### config.mk
export PLATFORM = sky130hd
export DESIGN_NAME = fc_mac_engine
export DESIGN_NICKNAME = d
export VERILOG_FILES = /design/src/rtl/fc_mac_engine.sv
export SDC_FILE = /design/constraint.sdc
export NUM_CORES = 1
export LEC_CHECK = 0
export ABC_AREA = 1
export ABC_CLOCK_PERIOD_IN_PS = 7730
export BUFFER_PORTS_ARGS = -buffer_cell sky130_fd_sc_hd__buf_2
export CAP_MARGIN = 5
export CORE_ASPECT_RATIO = 0.5
export CORE_UTILIZATION = 57
export CTS_CLUSTER_DIAMETER = 30
export CTS_CLUSTER_SIZE = 16
export DETAILED_ROUTE_END_ITERATION = 6
export HOLD_SLACK_MARGIN = 0.15
export PLACE_DENSITY = 0.77
export SLEW_MARGIN = 20
export SYNTH_ARGS = -nofsm -noshare
export SYNTH_HDL_FRONTEND = slang
export SYNTH_SLANG_ARGS = --single-unit
### constraint.sdc
create_clock -name clk -period 7.73 [get_ports clk]
set_input_delay 1.1595 -clock clk [delete_from_list [all_inputs] [get_ports clk]]
set_output_delay 1.1595 -clock clk [all_outputs]
set_load 0.02 [all_outputs]
### src/rtl/fc_mac_engine.sv
`default_nettype none
// ============================================================================
// Module   : fc_mac_engine
// Brief    : Sequential fully-connected layer. Streams N_IN activations, then
//            emits N_OUT saturated (optionally ReLU'd) dot-products plus bias.
// Revision : 1.0
// ============================================================================
module fc_mac_engine #(
  parameter int N_IN    = 9,
  parameter int N_OUT   = 4,
  parameter int DW      = 8,
  parameter int ACC_W   = 24,
  parameter int OUT_W   = 16,
  parameter int RELU_EN = 0,
  localparam int WAW    = (N_IN * N_OUT > 1) ? $clog2(N_IN * N_OUT) : 1,
  localparam int BAW    = (N_OUT > 1) ? $clog2(N_OUT) : 1
) (
  input  logic             clk,
  input  logic             rst,
  input  logic             start,
  input  logic             in_valid,
  input  logic [DW-1:0]    in_data,
  output logic             in_ready,
  input  logic             w_we,
  input  logic [WAW-1:0]   w_addr,
  input  logic [DW-1:0]    w_data,
  input  logic             b_we,
  input  logic [BAW-1:0]   b_addr,
  input  logic [DW-1:0]    b_data,
  output logic             out_valid,
  input  logic             out_ready,
  output logic [OUT_W-1:0] out_data,
  output logic [BAW-1:0]   out_idx,
  output logic             busy,
  output logic             done
);

  localparam int XW = (N_IN > 1) ? $clog2(N_IN) : 1;
  localparam logic [XW-1:0]  I_LAST = XW'(N_IN - 1);
  localparam logic [BAW-1:0] J_LAST = BAW'(N_OUT - 1);
  localparam logic signed [ACC_W-1:0] SAT_MAX =
    {{(ACC_W - OUT_W + 1){1'b0}}, {(OUT_W - 1){1'b1}}};
  localparam logic signed [ACC_W-1:0] SAT_MIN =
    {{(ACC_W - OUT_W + 1){1'b1}}, {(OUT_W - 1){1'b0}}};

  typedef enum logic [2:0] {
    S_IDLE = 3'd0,
    S_LOAD = 3'd1,
    S_MAC  = 3'd2,
    S_BIAS = 3'd3,
    S_OUT  = 3'd4,
    S_FIN  = 3'd5
  } state_t;

  state_t state_q, state_d;

  // Parameter storage is deliberately outside the reset domain.
  logic signed [DW-1:0] x_q     [N_IN];
  logic signed [DW-1:0] w_mem_q [N_IN * N_OUT];
  logic signed [DW-1:0] b_mem_q [N_OUT];

  logic [XW-1:0]           i_q;
  logic [BAW-1:0]          j_q;
  logic                    clr_q;
  logic signed [ACC_W-1:0] acc_q;
  logic [OUT_W-1:0]        out_data_q;

  logic [WAW-1:0]          w_rd_addr;
  logic signed [DW-1:0]    w_x_rd;
  logic signed [DW-1:0]    w_w_rd;
  logic signed [DW-1:0]    w_b_rd;
  logic signed [2*DW-1:0]  w_prod;
  logic signed [ACC_W-1:0] w_prod_ext;
  logic signed [ACC_W-1:0] w_bias_ext;
  logic signed [ACC_W-1:0] w_sum;
  logic signed [ACC_W-1:0] w_sat;
  logic [OUT_W-1:0]        w_clamped;
  logic [OUT_W-1:0]        w_res;

  // Weight layout is row-major per output neuron: addr = j*N_IN + i.
  assign w_rd_addr  = WAW'(j_q) * WAW'(N_IN) + WAW'(i_q);
  assign w_x_rd     = x_q[i_q];
  assign w_w_rd     = w_mem_q[w_rd_addr];
  assign w_b_rd     = b_mem_q[j_q];
  assign w_prod     = (2*DW)'(w_x_rd) * (2*DW)'(w_w_rd);
  assign w_prod_ext = {{(ACC_W - 2*DW){w_prod[2*DW-1]}}, w_prod};
  assign w_bias_ext = {{(ACC_W - DW){w_b_rd[DW-1]}}, w_b_rd};
  assign w_sum      = acc_q + w_bias_ext;

  always_comb begin
    w_sat = w_sum;
    if (w_sum > SAT_MAX) begin
      w_sat = SAT_MAX;
    end else if (w_sum < SAT_MIN) begin
      w_sat = SAT_MIN;
    end
  end

  assign w_clamped = w_sat[OUT_W-1:0];

  generate
    if (RELU_EN != 0) begin : g_relu
      assign w_res = w_clamped[OUT_W-1] ? '0 : w_clamped;
    end else begin : g_no_relu
      assign w_res = w_clamped;
    end
  endgenerate

  always_ff @(posedge clk) begin
    if (rst) begin
      state_q <= S_IDLE;
    end else begin
      state_q <= state_d;
    end
  end

  always_comb begin
    state_d = state_q;
    case (state_q)
      S_IDLE: if (start) state_d = S_LOAD;
      S_LOAD: if (in_valid && (i_q == I_LAST)) state_d = S_MAC;
      S_MAC:  if (!clr_q && (i_q == I_LAST)) state_d = S_BIAS;
      S_BIAS: state_d = S_OUT;
      S_OUT: begin
        if (out_ready) begin
          state_d = (j_q == J_LAST) ? S_FIN : S_MAC;
        end
      end
      S_FIN:   state_d = S_IDLE;
      default: state_d = S_IDLE;
    endcase
  end

  always_ff @(posedge clk) begin
    if (!rst && (state_q == S_LOAD) && in_valid) begin
      x_q[i_q] <= in_data;
    end
    if (!rst && (state_q == S_IDLE) && w_we) begin
      w_mem_q[w_addr] <= w_data;
    end
    if (!rst && (state_q == S_IDLE) && b_we) begin
      b_mem_q[b_addr] <= b_data;
    end
  end

  // clr_q marks the first MAC cycle of each neuron, which zeroes the accumulator.
  always_ff @(posedge clk) begin
    if (rst) begin
      i_q        <= '0;
      j_q        <= '0;
      clr_q      <= 1'b0;
      acc_q      <= '0;
      out_data_q <= '0;
    end else begin
      case (state_q)
        S_IDLE: begin
          i_q <= '0;
          j_q <= '0;
        end
        S_LOAD: begin
          if (in_valid) begin
            if (i_q == I_LAST) begin
              i_q   <= '0;
              clr_q <= 1'b1;
            end else begin
              i_q <= i_q + XW'(1);
            end
          end
        end
        S_MAC: begin
          if (clr_q) begin
            acc_q <= '0;
            clr_q <= 1'b0;
          end else begin
            acc_q <= acc_q + w_prod_ext;
            i_q   <= (i_q == I_LAST) ? '0 : i_q + XW'(1);
          end
        end
        S_BIAS: begin
          acc_q      <= w_sum;
          out_data_q <= w_res;
        end
        S_OUT: begin
          if (out_ready && (j_q != J_LAST)) begin
            j_q   <= j_q + BAW'(1);
            clr_q <= 1'b1;
          end
        end
        default: ;
      endcase
    end
  end

  assign busy      = (state_q != S_IDLE) && !rst;
  assign in_ready  = (state_q == S_LOAD) && !rst;
  assign out_valid = (state_q == S_OUT) && !rst;
  assign done      = (state_q == S_FIN) && !rst;
  assign out_data  = rst ? '0 : out_data_q;
  assign out_idx   = rst ? '0 : j_q;

endmodule
`default_nettype wire
==> results.sh <==
export IMPL_grt_pass1_wl_um=93300
export IMPL_crit_required_ps=8190
export IMPL_drt_pass1_iter_count=6
export IMPL_cts_tree="built"
export IMPL_die_h_um=148
export IMPL_synth_nets=2640
export IMPL_ant_nets=0
export IMPL_finalWirelength_um=59200
export IMPL_drive_above_1_share=0.104
export IMPL_final_setup_viol_count=0
export IMPL_hold_viol_final=0
export IMPL_vias=17800
export IMPL_core_area_um2=42100
export IMPL_via_per_inst=5.74
export IMPL_ys_flop_type="edfxtp_1"
export IMPL_async_flop_share=0
export IMPL_synth_adder_area_share=0.132
export IMPL_yosys_top_cells_area="edfxtp_1 (48%), fa_1 (8.8%), nand2_1 (7.9%)"
export IMPL_synth_xor_area_share=0.00861
export IMPL_cts_sinks=448
export IMPL_ys_ff_latch=448
export IMPL_crit_path_start_kind="flip-flop"
export IMPL_maxCapViolations=0
export IMPL_cts_setup_buffers=0
export IMPL_tightestPinTransition_ps=983
export IMPL_grt_max_degree=67
export IMPL_cts_hold_buf=0
export IMPL_whs_ps=471
export IMPL_ys_types=50
export IMPL_crit_top_cell="nand2_1"
export IMPL_synth_warnings=0
export IMPL_synthMuxAreaShare=0.00667
export IMPL_crit_arrival_ps=7740
export IMPL_fmax_ghz=0.137
export IMPL_antenna_found_initial=1
export IMPL_nets=2713
export IMPL_slew_violations=0
export IMPL_netlist_area_um2=24400
export IMPL_io_buffers=60
export IMPL_fin_setup_tns_ps=0
export IMPL_cts_buffer_depth=3
export IMPL_synth_compound_area_frac=0.111
export IMPL_synthSimpleGateAreaFrac=0.151
export IMPL_cpMaxStageDelayCell="ha_4"
export IMPL_yosys_top_cells_count="nand2_1 (511), edfxtp_1 (392), inv_1 (289)"
export IMPL_drc=0
export IMPL_rsz0062_at_grt="no"
export IMPL_cts_made_buffers=56
export IMPL_clock_skew_ps=67.3
export IMPL_min_period_ps=7280
export IMPL_drt_iter0_markers=2023
export IMPL_clock_latency_ps=620
export IMPL_ys_seq_area_frac=0.528
export IMPL_cts_root_buf="clkbuf_16"
export IMPL_netlist_instances=2407
export IMPL_io_pins=61
export IMPL_fin_crit_sh=0.942
export IMPL_die_x_um=295
export IMPL_synth_top_area_share=0.482
export IMPL_rows=53
export IMPL_max_slew_margin=0.341
export IMPL_hold_class="reg2reg"
export IMPL_grt_pass1_vias=17000
export IMPL_dp_hpwl_um=41100
export IMPL_synth_top_cell_by_area="edfxtp_1"
export IMPL_grt_overflow_total=0
export IMPL_areaGrowthSynthToFinish_pct=12.6
export IMPL_synth_edff_count=392
export IMPL_cts_max_level=2
export IMPL_critical_path_endpoint_type="flip-flop"
export IMPL_initial_core_util=0.579
export IMPL_clkTransAtPathRegs_ps=60
export IMPL_synth_top_family_by_area="simple AND/OR/NAND/NOR gates"
export IMPL_syn_avg_cell_area_um2=10.1
export IMPL_wire_per_inst_um=19.1
export IMPL_path_max_fanout=35
export IMPL_status="completed"
export IMPL_die_area_um2=43700
export IMPL_gp_congestion=0.964
export IMPL_globalRouteTotalUtil=0.277
export IMPL_yosysMostFrequentCell="nand2_1"
export IMPL_fillers=3167
export IMPL_worst_path_largest_cell_delay_ps=580
export IMPL_path_class="reg2reg"
-- cell families after synthesis --
group           Yosys count
xor+xnor                 24
compound gates          455
buf+inv                 390
mux                      16
fa+ha+maj               194
simple gates            880
flops                   448
-- sequential cells by signal, indices dropped and copies added, names as in the netlist, named ones only --
| register | count |
|---|---|
| state_q | 3 |
| x_q | 72 |
| b_mem_q | 32 |
| out_data_q | 16 |
| j_q | 2 |
| acc_q | 24 |
| w_mem_q | 288 |
| clr_q | 1 |
| i_q | 4 |
-- final timing paths --
path,startpoint,end,slack [ps],cells past startpoint
setup / recovery,i_q[0]$_SDFFE_PP0P_,acc_q[18]$_SDFFE_PP0P_,450,30
hold / removal,out_data_q[15]$_SDFFE_PP0P_,out_data_q[15]$_SDFFE_PP0P_,470,2
setup reg to reg,i_q[0]$_SDFFE_PP0P_,acc_q[18]$_SDFFE_PP0P_,450,30
hold reg to reg,out_data_q[15]$_SDFFE_PP0P_,out_data_q[15]$_SDFFE_PP0P_,470,2
-- cell type report --
class	instances	area [um^2]	share of cell area
diodes	1	2.50	0.0000911
multi-input cells	1569	10000	0.366
inverters	303	1140	0.0415
flip-flops and latches	448	12900	0.469
well taps	577	722	0.0263
clock buffers	61	1440	0.0525
repair buffers	102	716	0.0261
clock inverters	44	510	0.0186
-- through the flow --
stage	utilization	cells	setup slack, ps	instance area (um^2)
after floorplan	-	2407	297	24400
after global placement	0.605	2999	491	25500
after detailed placement	0.605	2999	373	25500
after CTS	0.652	3104	335	27400
after global routing	0.652	3105	19.1	27500
final	0.652	3105	446	27500
-- cell usage in the layout, fill, tap and decap left out, types with 27 or more instances in the layout --
cell type / n
nand2_1: 511
edfxtp_1: 392
inv_1: 288
a21oi_1: 223
nor2_1: 177
fa_1: 106
nand3_1: 103
ha_1: 86
o21ai_0: 76
buf_2: 60
clkbuf_16: 57
dfxtp_1: 56
a22oi_1: 42
buf_4: 34
o211ai_1: 30
a32o_1: 27
-- worst max-delay path, delay by kind of cell, from the launching register on --
family                   cells  cell delay (ps)
AO/OA/AOI/OAI                8             1520
adder cells (fa/ha/maj)      7             3380
buffers and inverters        7              810
flip-flops                   1              390
AND/OR/NAND/NOR              8              980
-- per-layer routing --
layer / routed length, um / share of wire / GRT usage
met5: 0 / 0 / 0
met3: 4860 / 0.082 / 0.0418
met1: 25900 / 0.44 / 0.402
met4: 944 / 0.016 / 0.0570
met2: 27500 / 0.46 / 0.446
-- timing repair --
item | 4_1_cts | 5_1_grt
endpoints found under the hold margin | 0 | 0
setup endpoints to repair | 0 | 7
resized for setup | 0 | 5
Power is left out: the tool's default activity adds up to more than one toggle a clock period on the data nets, which glitch-free logic cannot reach.
